**src/rtl/sw_input_conditioner_if.sv**
```systemverilog
`default_nettype none
// ============================================================================
// Module   : sw_input_conditioner_if
// Brief    : Raw board inputs and conditioned stopwatch control outputs
// Revision : 1.0
// ============================================================================
interface sw_input_conditioner_if;
    logic btn_pause;
    logic btn_reset;
    logic sw_adj;
    logic sw_sel;
    logic PAUSE;
    logic RESET;
    logic ADJ;
    logic SEL;

    // Board/stimulus side: drives raw pins, observes conditioned controls
    modport master (
        output btn_pause,
        output btn_reset,
        output sw_adj,
        output sw_sel,
        input  PAUSE,
        input  RESET,
        input  ADJ,
        input  SEL
    );

    // Conditioner side
    modport slave (
        input  btn_pause,
        input  btn_reset,
        input  sw_adj,
        input  sw_sel,
        output PAUSE,
        output RESET,
        output ADJ,
        output SEL
    );
endinterface
`default_nettype wire

```
**src/rtl/sw_input_conditioner.sv**
```systemverilog
`default_nettype none
// ============================================================================
// Module   : sw_input_conditioner
// Brief    : Synchronise and debounce stopwatch buttons/switches into clean
//            pause level, reset pulse and adjust/select levels
// Revision : 1.0
// ============================================================================
module sw_input_conditioner #(
    parameter int DEBOUNCE_CYCLES = 1000000,
    parameter int CNT_W           = 20
) (
    input  logic                    clk,
    input  logic                    RESET_N,
    sw_input_conditioner_if.slave   bus
);

    localparam int               c_num_ch   = 4;
    localparam int               c_ch_pause = 0;
    localparam int               c_ch_reset = 1;
    localparam int               c_ch_adj   = 2;
    localparam int               c_ch_sel   = 3;
    localparam logic [CNT_W-1:0] c_cnt_max  = CNT_W'(DEBOUNCE_CYCLES - 1);

    logic [c_num_ch-1:0] raw_in;
    logic [c_num_ch-1:0] s1_q;
    logic [c_num_ch-1:0] s1_d;
    logic [c_num_ch-1:0] s2_q;
    logic [c_num_ch-1:0] s2_d;
    logic [c_num_ch-1:0] stable_q;
    logic [c_num_ch-1:0] stable_d;
    logic [c_num_ch-1:0] press;
    logic [CNT_W-1:0]    cnt_q [c_num_ch];
    logic [CNT_W-1:0]    cnt_d [c_num_ch];
    logic                pause_q;
    logic                pause_d;
    logic                reset_q;
    logic                reset_d;

    assign raw_in = {bus.sw_sel, bus.sw_adj, bus.btn_reset, bus.btn_pause};

    always_comb begin
        s1_d     = raw_in;
        s2_d     = s1_q;
        stable_d = stable_q;
        for (int i = 0; i < c_num_ch; i++) begin
            // Any cycle of agreement with the stable level restarts the count
            cnt_d[i] = '0;
            if (s2_q[i] != stable_q[i]) begin
                if (cnt_q[i] == c_cnt_max) begin
                    stable_d[i] = s2_q[i];
                end else begin
                    cnt_d[i] = cnt_q[i] + 1'b1;
                end
            end
        end

        // Events come from the next stable value so outputs move on the same edge
        press   = stable_d & ~stable_q;
        reset_d = press[c_ch_reset];
        if (press[c_ch_reset]) begin
            pause_d = 1'b0;
        end else if (press[c_ch_pause]) begin
            pause_d = ~pause_q;
        end else begin
            pause_d = pause_q;
        end
    end

    always_ff @(posedge clk) begin
        if (!RESET_N) begin
            s1_q     <= '0;
            s2_q     <= '0;
            stable_q <= '0;
            pause_q  <= 1'b0;
            reset_q  <= 1'b0;
            for (int i = 0; i < c_num_ch; i++) begin
                cnt_q[i] <= '0;
            end
        end else begin
            s1_q     <= s1_d;
            s2_q     <= s2_d;
            stable_q <= stable_d;
            pause_q  <= pause_d;
            reset_q  <= reset_d;
            for (int i = 0; i < c_num_ch; i++) begin
                cnt_q[i] <= cnt_d[i];
            end
        end
    end

    assign bus.PAUSE = pause_q;
    assign bus.RESET = reset_q;
    assign bus.ADJ   = stable_q[c_ch_adj];
    assign bus.SEL   = stable_q[c_ch_sel];

endmodule
`default_nettype wire

```
**src/flat_wrapper.sv**
```systemverilog
// flat-port wrapper written by rule: the top's interface ports become plain ports
module sw_input_conditioner_flat 
#(
    parameter int DEBOUNCE_CYCLES = 1000000,
    parameter int CNT_W           = 20
)
  (clk, RESET_N, bus_btn_pause, bus_btn_reset, bus_sw_adj, bus_sw_sel, bus_PAUSE, bus_RESET, bus_ADJ, bus_SEL);
  sw_input_conditioner_if bus_i ();
  input  logic clk;
  input  logic RESET_N;
  input wire logic [$bits(bus_i.btn_pause)-1:0] bus_btn_pause;
  input wire logic [$bits(bus_i.btn_reset)-1:0] bus_btn_reset;
  input wire logic [$bits(bus_i.sw_adj)-1:0] bus_sw_adj;
  input wire logic [$bits(bus_i.sw_sel)-1:0] bus_sw_sel;
  output wire logic [$bits(bus_i.PAUSE)-1:0] bus_PAUSE;
  output wire logic [$bits(bus_i.RESET)-1:0] bus_RESET;
  output wire logic [$bits(bus_i.ADJ)-1:0] bus_ADJ;
  output wire logic [$bits(bus_i.SEL)-1:0] bus_SEL;
  assign bus_i.btn_pause = bus_btn_pause;
  assign bus_i.btn_reset = bus_btn_reset;
  assign bus_i.sw_adj = bus_sw_adj;
  assign bus_i.sw_sel = bus_sw_sel;
  assign bus_PAUSE = bus_i.PAUSE;
  assign bus_RESET = bus_i.RESET;
  assign bus_ADJ = bus_i.ADJ;
  assign bus_SEL = bus_i.SEL;
  sw_input_conditioner #(.DEBOUNCE_CYCLES(DEBOUNCE_CYCLES), .CNT_W(CNT_W)) u_core (.clk(clk), .RESET_N(RESET_N), .bus(bus_i));
endmodule
```
**config.mk**
```make
export PLATFORM = sky130hd
export DESIGN_NAME = sw_input_conditioner_flat
export DESIGN_NICKNAME = d
export VERILOG_FILES = /design/src/rtl/sw_input_conditioner_if.sv /design/src/rtl/sw_input_conditioner.sv /design/src/flat_wrapper.sv
export SDC_FILE = /design/constraint.sdc
export NUM_CORES = 1
export LEC_CHECK = 0
export BUFFER_PORTS_ARGS = -buffer_cell sky130_fd_sc_hd__buf_2
export CAP_MARGIN = 20
export CELL_PAD_IN_SITES_DETAIL_PLACEMENT = 1
export CELL_PAD_IN_SITES_GLOBAL_PLACEMENT = 1
export CORE_MARGIN = 8
export CORE_UTILIZATION = 43
export CTS_CLUSTER_SIZE = 16
export DETAILED_ROUTE_END_ITERATION = 10
export HOLD_SLACK_MARGIN = 0.1
export PLACE_DENSITY_LB_ADDON = 0.1
export RECOVER_POWER = 25
export SYNTH_ARGS = -nofsm -noshare
export SYNTH_HDL_FRONTEND = slang
export SYNTH_SLANG_ARGS = --single-unit
```
**constraint.sdc**
```tcl
create_clock -name clk -period 2.1 [get_ports clk]
set_input_delay 0.105 -clock clk [delete_from_list [all_inputs] [get_ports clk]]
set_output_delay 0.105 -clock clk [all_outputs]
set_load 0.02 [all_outputs]
```
* Word-level counts from Yosys, hierarchy flattened
Memory sizes are Yosys's and may differ from the RTL's. Cells that the tools add are included.
Storage, ports and cells: flip-flop bits (word level) 14, memory bits (writable) 80, input port bits 6, output and inout port bits 4, word-level logic and storage cells 49, memories kept 1
Memories:
- u_core.cnt_q | depth 4, bits a word 20, read ports 4, clocked after Yosys merged registers in 0, wr ports 4, RTL line sw_input_conditioner.sv:32 | logic [CNT_W-1:0] cnt_q [c_num_ch];
Operators by class: add/sub/neg operators 4, equal/unequal tests 8, mux-type cells 22, bitwise gates (word level) 8, reduce and logical (&&, ||, !) cells 1
Operators by type and width (number):
- $mux W20 | 12
- $add A20 B1 Y20 const B | 4
- $eq A20 B20 Y1 const B | 4
- $mux W1 | 10
- $ne A1 B1 Y1 | 4
- $or A1 B1 Y1 | 4
- $and A2 B2 Y2 | 1
- $not A1 Y1 | 2
- $not A2 Y2 | 1
- $reduce_or A2 Y1 | 1

* Longest topological paths before layout
Gate-level depths: netlist (run 1).
word-level depth 5, depth in mapped cells 7, gate-level depth less buffers 5

* Least setup slack after synthesis (run 1)
No wires, ideal clock.
kind register to register, start memory u_core.cnt_q[3][12], in the netlist u_core.cnt_q[0][72], end memory u_core.cnt_q[3][11], in the netlist u_core.cnt_q[0][71], setup time 0.115 ns, data arrival time 1.862 ns, data required time 1.985 ns, setup slack 0.123 ns, cell stages (with the launch flop) 6, path buffers 1, period minus slack after synthesis 1.977 ns, cells stage by stage dfxtp_1 or4b_1 or4_4 o211ai_4 buf_8 nor2_1
RTL lines (RTL line):
- start: declaration | sw_input_conditioner.sv:32

==> results of run 1 <==
[state kept, by name, indices dropped and copies added, names as in the netlist]
register          count
u_core.s1_q           4
u_core.stable_q       4
u_core.cnt_q         80
u_core.bus.PAUSE      1
u_core.s2_q           4
u_core.bus.RESET      1
[logic make-up after synthesis]
logic type      synth area share
buf+inv                  0.03653
compound gates           0.08892
simple gates              0.3012
fa+ha+maj                0.01198
xor+xnor                  0.1111
flops                     0.4503
[layout by cell type, fill, tap and decap left out, drive strengths merged, types with 17 or more instances in the layout]
cell | synthesis | routed
xnor2 | 29 | 29
clkbuf | 14 | 23
nand3 | 32 | 32
or3 | 20 | 20
inv | 17 | 17
nor2 | 56 | 56
a21oi | 28 | 28
dfxtp | 94 | 94
xor2 | 24 | 24
nand2 | 26 | 26
[report_power, final]
| part | total [W] | switching (W) | internal, W |
|---|---|---|---|
| combinational | 0.0000509 | 0.0000284 | 0.0000225 |
| clock | 0.00139 | 0.000621 | 0.000767 |
| sequential | 0.00180 | 0.00000576 | 0.00179 |
[worst max-delay path by stage]
stage / slack (ns) / from / depth (start not counted) / end
after detailed placement: 0.11 / u_core.cnt_q[0][73] / 5 / u_core.cnt_q[0][78]
after CTS: 0.10 / u_core.cnt_q[0][73] / 5 / u_core.cnt_q[0][78]
after global routing: 0.01 / u_core.cnt_q[0][40] / 7 / u_core.cnt_q[0][44]
final: 0.12 / u_core.cnt_q[0][73] / 5 / u_core.cnt_q[0][78]
after floorplan: 0.12 / u_core.cnt_q[0][72] / 5 / u_core.cnt_q[0][71]
after global placement: 0.16 / u_core.cnt_q[0][73] / 5 / u_core.cnt_q[0][78]
[final cells by class]
type                    instances  area share
multi-input cells             348      0.4559
flip-flops and latches         94      0.4010
repair buffers                 29     0.04425
clock buffers                  13     0.03599
well taps                     133     0.03546
clock inverters                 3     0.01386
inverters                      17     0.01360
[layer usage]
layer | share of wire | vias up | GRT usage
li1 | - | 1743 | -
met1 | 0.47 | 1647 | 0.1740
met2 | 0.50 | 14 | 0.2556
met3 | 0.027 | 11 | 0.05011
met4 | 0.010 | 0 | 0.03727
met5 | 0 | - | 0
[what timing repair did]
item                                   in CTS  in global routing
endpoints found under the hold margin       4                  0
buffers inserted                            0                  0
hold buffers                                4                  0
setup endpoints to repair                   0                  0
[metrics by stage]
stage | cells | cell area, sq um | hold WS [ns] | util | setup WS [ns]
after global placement | 617 | 4447 | 0.3102 | 0.4635 | 0.1551
after floorplan | 475 | 4179 | 0.2323 | - | 0.1229
after global routing | 637 | 4693 | 0.1320 | 0.4892 | 0.01497
final | 637 | 4693 | 0.1270 | 0.4892 | 0.1151
after CTS | 637 | 4721 | 0.1232 | 0.4920 | 0.1044
after detailed placement | 617 | 4447 | 0.3168 | 0.4635 | 0.1097
[tightest hold or removal path, cell delays in order]
cell and delay, ns:
buf_2 0.20, o31ai_1 0.11, a21oi_1 0.04
==> impl_results.md, run 1 <==
- Status: finished clean
- Final hold violations: 0
- Slew margin rel.: 0.6481
- Crit path largest cell delay: 0.57 ns
- CTS Buf Count: 9
- I/O pin count: 10
- Pwr Total: 0.003235 W
- Synthesized instance count: 475
- Worst r2r src: u_core.cnt_q[0][73]
- Final setup vio count: 0
- Max Cap Viol: 0
- Register bit total from synthesis: 94
- Cts repair resizes: 0
- Number of synthesized flops with an enable pin: 0
- Ys flop type: dfxtp_1
- CP max FO: 19
- Hold Path End: u_core.bus.PAUSE
- Critical path's slowest cell: or4_4
- DIE WIDTH: 114.6 um
- ANT nets after route: 0
- Fmax: 0.5038 GHz
- Max rail drop VDD: 0.4823 mV
- Yosys warnings: 0
- DRC Markers: 0
- Port bufs: 9
- Post-DR vias/cell: 5.361
- Top-count cell post-synth: dfxtp_1
- Starting density of the core: 0.4356
- Worst EP required: 2.35 ns
- Mapped Area: 4179 sq um
- Core footprint: 9594 sq um
- Number of diodes: 0
- Startpoint types: flip-flop
- Critical Path, Cell by Cell: or4b_1 > or4_4 > o211ai_4 > buf_12 > a21oi_1
- Crit Path Category: reg -> reg
- CTS tree: built
- First-pass GRT wire length: 15,960 um
- Pins Over Slew Limit: 0
- Area of the die: 13,130 sq um
- Syn_nets: 485
- Mean Syn Cell Area: 8.798 sq um
- Async S/R FF share, synth: 0
- DRT Pass-1 Iters: 4
- RePlAce Congestion: 0.7621
- Slew of the pin with the lowest slew margin: 0.5207 ns
- Fin Clk Skew: 0.009742 ns
- Reg2reg end: u_core.cnt_q[0][78]
- Synth unique cells: 38
- Hold depth: 3
- Clock Sinks: 94
- Synth area leader: dfxtp_1
- Share of cells above drive strength 1: 0.07738
- Sequential share of the synthesized area: 0.4503
- Largest cells by area after synthesis: dfxtp_1 (45%), xnor2_1 (6.1%), nor2_1 (5.0%), xor2_1 (5.0%), nand3_1 (3.8%)
- Initial antenna violation count: 0
- Fin crit share: 0.9452
- Most frequent cells after synthesis: dfxtp_1 (94), nor2_1 (56), nand3_1 (32), xnor2_1 (29), a21oi_1 (28)
- Reg clk slew, reported paths: 0.09 ns
- Multi-input logic area: 2140 sq um
- Pin count of the biggest net entering global routing: 21
- Worst hold path type: in -> reg
- Vias in the first global route: 3,478
- Setup_tns: 0 ns
- Delay-heaviest family, CP: simple AND/OR/NAND/NOR gates
- HPWL Detailed: 6366 um
- Nets: 509
- GR Overflow Total: 0
- Worst setup EP type: flip-flop
- CP arrival: 2.24 ns
- PwrDens: 689.3 nW/um^2
- WL/cell: 14.05 um
- Iteration-0 DRC Markers: 109
- Total Routing Usage GR: 0.1492
- RSZ-0062 raised after global routing: false
- Synthesis-to-layout area growth: 12.31%
- Lkg Pwr: 1.444 nW
- CTS HTree Levels: 3
- Filler Cell Count: 1,146
- Hold Path Origin: RESET_N
- Post-Route WL: 8953 um
- Num rows: 36
- Synth top area share: 0.4503
- Detailed-route via count: 3,415
- Minimum clock period: 1.985 ns
- Die Height: 114.6 um
- Worst reg2reg path depth: 5
- Max Root-Sink Buffers: 2
- Later-pin clock latency in the skew report: 0.37 ns
- Clk root buf: clkbuf_8
- Crit path buf inv count: 1
- R2R setup slack: 0.12 ns
- Reg area: 1882 sq um
(Power assumes the default switching activity.)
==> inputs of run 2 (changes only) <==
- PLACE_DENSITY_LB_ADDON: 0.1 -> 0.25
==> impl_results.md, run 2 (synthesis results as in run 1) <==
- Synthesis-to-layout area growth: 10.00% (was 12.31%)
- I/O pin count: 10 (unchanged)
- Biggest register: u_core.cnt_q (unchanged)
- Core footprint: 9594 sq um (unchanged)
- Slew of the pin with the lowest slew margin: 0.4197 ns (was 0.5207 ns)
- Final setup vio count: 0 (unchanged)
- Post-DR vias/cell: 5.401 (was 5.361)
- Later-pin clock latency in the skew report: 0.38 ns (was 0.37 ns)
- Port bufs: 9 (unchanged)
- Max reg flops: 80 (unchanged)
- Clock Sinks: 94 (unchanged)
- HPWL Detailed: 6531 um (was 6366 um)
- Status: finished clean (unchanged)
- Final Util: 0.4791 (was 0.4892)
- Initial antenna violation count: 0 (unchanged)
- CP max FO: 19 (unchanged)
- Final setup margin: 0.07649 ns (was 0.1151 ns)
- Worst hold path type: in -> reg (unchanged)
- First-pass GRT wire length: 16,160 um (was 15,960 um)
- PwrDens: 659.3 nW/um^2 (was 689.3 nW/um^2)
- Detailed-route via count: 3,408 (was 3,415)
- Worst setup EP type: flip-flop (unchanged)
- Max rail drop VDD: 0.3990 mV (was 0.4823 mV)
- Number of diodes: 0 (unchanged)
- # hold bufs at CTS: 4 (unchanged)
- Clk root buf: clkbuf_8 (unchanged)
- Iteration-0 DRC Markers: 147 (was 109)
- GR Overflow Total: 0 (unchanged)
- Fin crit share: 0.9636 (was 0.9452)
- Worst reg2reg path depth: 5 (unchanged)
- Minimum clock period: 2.024 ns (was 1.985 ns)
- Worst r2r src: u_core.cnt_q[0][73] (unchanged)
- Slew margin rel.: 0.7164 (was 0.6481)
- CP Capture Point: u_core.cnt_q[0][65] (was u_core.cnt_q[0][78])
- Die Height: 114.6 um (unchanged)
- Vias in the first global route: 3,570 (was 3,478)
- Setup_tns: 0 ns (unchanged)
- Crit path launch: u_core.cnt_q[0][73] (unchanged)
- Reg clk slew, reported paths: 0.09 ns (about the same)
- Worst EP required: 2.37 ns (was 2.35 ns)
- DIE WIDTH: 114.6 um (unchanged)
- DRC Markers: 0 (unchanged)
- Worst slack at placement: 0.07593 ns (was 0.1097 ns)
- RePlAce Congestion: 0.7766 (was 0.7621)
- Commonest cells after routing, fill and taps aside: dfxtp_1 (94), nor2_1 (56), nand3_1 (32) (unchanged)
- Total Routing Usage GR: 0.1537 (was 0.1492)
- Crit Path Category: reg -> reg (unchanged)
- Pin count of the biggest net entering global routing: 21 (unchanged)
- ANT nets after route: 0 (unchanged)
- Starting density of the core: 0.4356 (unchanged)
- Pins Over Slew Limit: 0 (unchanged)
- Most common cell after layout, fill and taps aside: dfxtp_1 (unchanged)
- Post-Route WL: 9138 um (was 8953 um)
- Num rows: 36 (unchanged)
- Final hold violations: 0 (unchanged)
- Lkg Pwr: 1.391 nW (was 1.444 nW)
- WL/cell: 14.48 um (was 14.05 um)
- RSZ-0062 raised after global routing: false (unchanged)
- Share of cells above drive strength 1: 0.06627 (was 0.07738)
- Nets: 504 (was 509)
- CTS tree: built (unchanged)
- Cts repair resizes: 0 (unchanged)
- Max Root-Sink Buffers: 2 (unchanged)
- Area of the die: 13,130 sq um (unchanged)
- Max Cap Viol: 0 (unchanged)
- CTS Buf Count: 9 (unchanged)
- Fin Clk Skew: 0.01056 ns (was 0.009742 ns)
- DRT Pass-1 Iters: 4 (unchanged)
- R2R setup slack: 0.08 ns (was 0.12 ns)
- CTS HTree Levels: 3 (unchanged)
- Reg2reg end: u_core.cnt_q[0][65] (was u_core.cnt_q[0][78])
- CP arrival: 2.29 ns (was 2.24 ns)
- Post-CTS setup buffers: 0 (unchanged)
- Startpoint types: flip-flop (unchanged)
- Fmax: 0.4942 GHz (was 0.5038 GHz)
[run 2: cell count changes in the layout (fill, tap and decap cells not counted)]
cell and delta:
buf_4 -4, o211ai_1 -1, clkinv_2 +2, o211ai_2 +1, clkbuf_1 +1, buf_2 -1, clkinvlp_4 +1, bufinv_16 -1
buf_12 -1, inv_6 +1, clkbuf_2 -1, clkbuf_8 -3
[run 2: where the power goes]
group	switching, W	internal (W)
logic	0.0000297	0.0000197
registers	0.00000602	0.00179
clock network	0.000644	0.000542
total	0.000679	0.00235
[run 2: final cells by class]
cell class | count | area, sq um
repair buffers | 24 | 155.1
clock inverters | 6 | 61.31
multi-input cells | 348 | 2145
clock buffers | 9 | 123.9
fillers | 1141 | 4997
inverters | 17 | 63.81
well taps | 133 | 166.4
flip-flops and latches | 94 | 1882
[run 2: metrics by stage]
stage	instances	instance area [sq um]	total power, W	hold WS [ns]
final	631	4597	0.003031	0.1508
after CTS	631	4622	0.003082	0.1459
after detailed placement	612	4397	0.001884	0.3166
after global routing	631	4597	0.003168	0.1626
after floorplan	475	4179	0.001867	0.2323
after global placement	612	4397	0.001883	0.3123
[run 2: worst min path at each step]
stage | from | endpoint | slack (ns) | depth (start not counted)
2_1_floorplan | bus_btn_pause | u_core.s1_q[0] | 0.23 | 1
3_3_place_gp | bus_sw_adj | u_core.s1_q[2] | 0.31 | 2
3_5_place_dp | bus_btn_reset | u_core.s1_q[1] | 0.32 | 2
4_1_cts | RESET_N | u_core.s1_q[2] | 0.15 | 2
5_1_grt | RESET_N | u_core.s2_q[0] | 0.16 | 2
6_report | RESET_N | u_core.s1_q[2] | 0.15 | 2
[run 2: layer usage]
metal | vias up | track usage | routed length, um
met5 | - | 0 | 0
met4 | 0 | 0.05235 | 109
met3 | 6 | 0.05169 | 253
met2 | 26 | 0.2662 | 4494
met1 | 1651 | 0.1720 | 4279
li1 | 1725 | - | -
[run 2: critical path, stage by stage (launching register included)]
cell      delay (ns)
dfxtp_1         0.36
or4b_1          0.54
or4_4           0.58
o211ai_4        0.20
buf_12          0.18
nor2_1          0.06
==> inputs of run 3 (changes only) <==
- ABC_AREA: not set -> 1
- CORE_ASPECT_RATIO: not set -> 2
- CORE_UTILIZATION: 43 -> 41
==> impl_results.md, run 3 <==
- Status: finished clean (unchanged)
- Final hold violations: 0 (unchanged)
- Total Routing Usage GR: 0.1481 (was 0.1537)
- Post-CTS setup buffers: 0 (unchanged)
- Multi-input logic area: 2325 sq um (was 2145 sq um)
- Slew margin rel.: 0.7203 (was 0.7164)
- Mean Syn Cell Area: 7.139 sq um (was 8.798 sq um)
- Initial antenna violation count: 0 (unchanged)
- Max Root-Sink Buffers: 2 (unchanged)
- Crit Path Category: reg -> reg (unchanged)
- Clk root buf: clkbuf_16 (was clkbuf_8)
- DRC Markers: 0 (unchanged)
- Area of the die: 15,160 sq um (was 13,130 sq um)
- Worst r2r src: u_core.cnt_q[0][60] (was u_core.cnt_q[0][73])
- Lkg Pwr: 1.723 nW (was 1.391 nW)
- Synthesis-to-layout area growth: 9.641% (was 10.00%)
- Worst setup EP type: flip-flop (unchanged)
- RSZ-0062 raised after global routing: false (unchanged)
- Critical Path, Cell by Cell: ha_1 > nand2_1 > inv_1 > nand2_4 > nor2_1 > nand4_1 > nand2_4 > nor3_1 (was or4b_1 > or4_4 > o211ai_4 > buf_12 > nor2_1)
- CP arrival: 2.04 ns (was 2.29 ns)
- Critical path's slowest cell: dfxtp_1 (was or4_4)
- Worst hold path type: in -> reg (unchanged)
- Fin crit share: 0.8671 (was 0.9636)
- Die Height: 166.3 um (was 114.6 um)
- Synthesized instance count: 649 (was 475)
- DRT Pass-1 Iters: 4 (unchanged)
- Vias in the first global route: 4,230 (was 3,570)
- Later-pin clock latency in the skew report: 0.34 ns (was 0.38 ns)
- Core footprint: 11,150 sq um (was 9594 sq um)
- Max rail drop VDD: 0.4399 mV (was 0.3990 mV)
- Fin Clk Skew: 0.007844 ns (was 0.01056 ns)
- Starting density of the core: 0.4156 (was 0.4356)
- Commonest cells after routing, fill and taps aside: nand2_1 (136), nor2_1 (110), dfxtp_1 (94) (was dfxtp_1 (94), nor2_1 (56), nand3_1 (32))
- Max Cap Viol: 0 (unchanged)
- First-pass GRT wire length: 18,860 um (was 16,160 um)
- Yosys warnings: 0 (unchanged)
- Startpoint types: flip-flop (unchanged)
- Most used cell, CP: nand2_4
- Ys flop type: dfxtp_1 (unchanged)
- Minimum clock period: 1.821 ns (was 2.024 ns)
- Pwr Total: 0.003354 W (was 0.003031 W)
- Reg area: 1882 sq um (unchanged)
- Crit path launch: u_core.cnt_q[0][60] (was u_core.cnt_q[0][73])
- RePlAce Congestion: 0.7841 (was 0.7766)
- Nets: 679 (was 504)
- Most frequent cells after synthesis: nand2_1 (136), nor2_1 (106), dfxtp_1 (94), inv_1 (85), a21oi_1 (35) (was dfxtp_1 (94), nor2_1 (56), nand3_1 (32), xnor2_1 (29), a21oi_1 (28))
- Clock Sinks: 94 (unchanged)
- Biggest register: u_core.cnt_q (unchanged)
- Hold Path Origin: RESET_N (unchanged)
- Largest cells by area after synthesis: dfxtp_1 (41%), nand2_1 (11%), nor2_1 (8.6%), inv_1 (6.9%), nand4_1 (4.3%) (was dfxtp_1 (45%), xnor2_1 (6.1%), nor2_1 (5.0%), xor2_1 (5.0%), nand3_1 (3.8%))
- Synth unique cells: 34 (was 38)
- Fmax: 0.5492 GHz (was 0.4942 GHz)
- Num rows: 55 (was 36)
- Post-DR vias/cell: 5.028 (was 5.401)
- CTS HTree Levels: 3 (unchanged)
- Post-route cell area: 5080 sq um (was 4597 sq um)
- CTS Buf Count: 9 (unchanged)
- Top-count cell post-synth: nand2_1 (was dfxtp_1)
- Reg clk slew, reported paths: 0.06 ns (was 0.09 ns)
- Crit path largest cell delay: 0.42 ns (was 0.58 ns)
- Async S/R FF share, synth: 0 (unchanged)
- Detailed-route via count: 4,103 (was 3,408)
- HPWL Detailed: 7947 um (was 6531 um)
- Pin count of the biggest net entering global routing: 21 (unchanged)
- Sequential share of the synthesized area: 0.4062 (was 0.4503)
- DIE WIDTH: 91.17 um (was 114.6 um)
- GR Overflow Total: 0 (unchanged)
- Register bit total from synthesis: 94 (unchanged)
- Synth area leader: dfxtp_1 (unchanged)
- Worst EP required: 2.32 ns (was 2.37 ns)
- Number of synthesized flops with an enable pin: 0 (unchanged)
- Pins Over Slew Limit: 0 (unchanged)
- WL/cell: 13.12 um (was 14.48 um)
- Most common cell after layout, fill and taps aside: nand2_1 (was dfxtp_1)
- Placement Cell Area: 4813 sq um (was 4397 sq um)
- Syn_nets: 659 (was 485)
- Synth top area share: 0.4062 (was 0.4503)
- CTS tree: built (unchanged)
- Number of diodes: 0 (unchanged)
- Iteration-0 DRC Markers: 136 (was 147)
- Port bufs: 9 (unchanged)
- Slew of the pin with the lowest slew margin: 0.4163 ns (was 0.4197 ns)
- Filler Cell Count: 1,490 (was 1,141)
- ANT nets after route: 0 (unchanged)
- Final setup vio count: 0 (unchanged)
- Mapped Area: 4633 sq um (was 4179 sq um)
- Share of cells above drive strength 1: 0.08605 (was 0.06627)
- Post-Route WL: 10,710 um (was 9138 um)
- I/O pin count: 10 (unchanged)
- Max reg flops: 80 (unchanged)
- Setup_tns: 0 ns (unchanged)
- CP max FO: 19 (unchanged)
- PwrDens: 660.2 nW/um^2 (was 659.3 nW/um^2)
run 3: changes by cell type after synthesis, sizes merged, moves of 16 or more:
cell,change
xnor2,-22
nand4,+18
nor2,+69
nor3,+18
or3,-19
or4,-16
nor4,-16
inv,+69
nand2,+119
run 3: worst max-delay path, delay by kind of cell (launching register included):
family / cells / cell delay [ns]
and+or+nand+nor: 6 / 0.96
DFF: 1 / 0.42
adders and majority gates: 1 / 0.21
buffers and inverters: 1 / 0.11
run 3: where the power goes:
part / leakage [nW] / total, W / switching [W] / internal [W]
combinational: 0.839 / 0.0000441 / 0.0000273 / 0.0000168
sequential: 0.759 / 0.00180 / 0.00000663 / 0.00179
clock: 0.126 / 0.00151 / 0.000676 / 0.000835
total: 1.72 / 0.00335 / 0.000710 / 0.00264
run 3: final timing paths:
check | endpoint | slack [ns] | cells past startpoint
setup / recovery | u_core.cnt_q[0][62] | 0.28 | 8
hold / removal | u_core.s2_q[0] | 0.11 | 3
setup reg to reg | u_core.cnt_q[0][62] | 0.28 | 8
hold reg to reg | u_core.s2_q[0] | 0.42 | 2
run 3: cell families after synthesis:
family                   synth area share
AO/OA/AOI/OAI                     0.05968
XOR/XNOR                          0.04726
adder cells (fa/ha/maj)           0.01080
buffers and inverters             0.08372
flip-flops                         0.4062
AND/OR/NAND/NOR                    0.3924
run 3: metal layers:
| layer | vias to the layer above | share of wire | GRT usage |
|---|---|---|---|
| li1 | 2116 | - | - |
| met1 | 1943 | 0.45 | 0.1700 |
| met2 | 31 | 0.51 | 0.2603 |
| met3 | 13 | 0.019 | 0.02490 |
| met4 | 0 | 0.018 | 0.06246 |
| met5 | - | 0 | 0 |
run 3: final cells by class:
class,instances,area share
Clock inverter,3,0.003941
Sequential cell,94,0.3704
Multi-Input combinational cell,462,0.4576
Inverter,86,0.06355
Tap cell,142,0.03498
Clock buffer,13,0.04926
Timing Repair Buffer,16,0.02020
run 3: what timing repair did:
item / in CTS / in global routing
hold buffers: 4 / 0
endpoints found under the setup margin: 0 / 0
gates resized for setup: 0 / 0
endpoints found under the hold margin: 4 / 0
run 3: per-stage QoR:
stage / cells / utilization / worst slack (ns) / hold WS (ns)
5_1_grt: 816 / 0.4557 / 0.1094 / 0.1321
6_report: 816 / 0.4557 / 0.2792 / 0.1093
3_3_place_gp: 796 / 0.4318 / 0.4229 / 0.2902
2_1_floorplan: 649 / - / 0.6579 / 0.2026
3_5_place_dp: 796 / 0.4318 / 0.3327 / 0.2949
4_1_cts: 816 / 0.4596 / 0.3281 / 0.1038
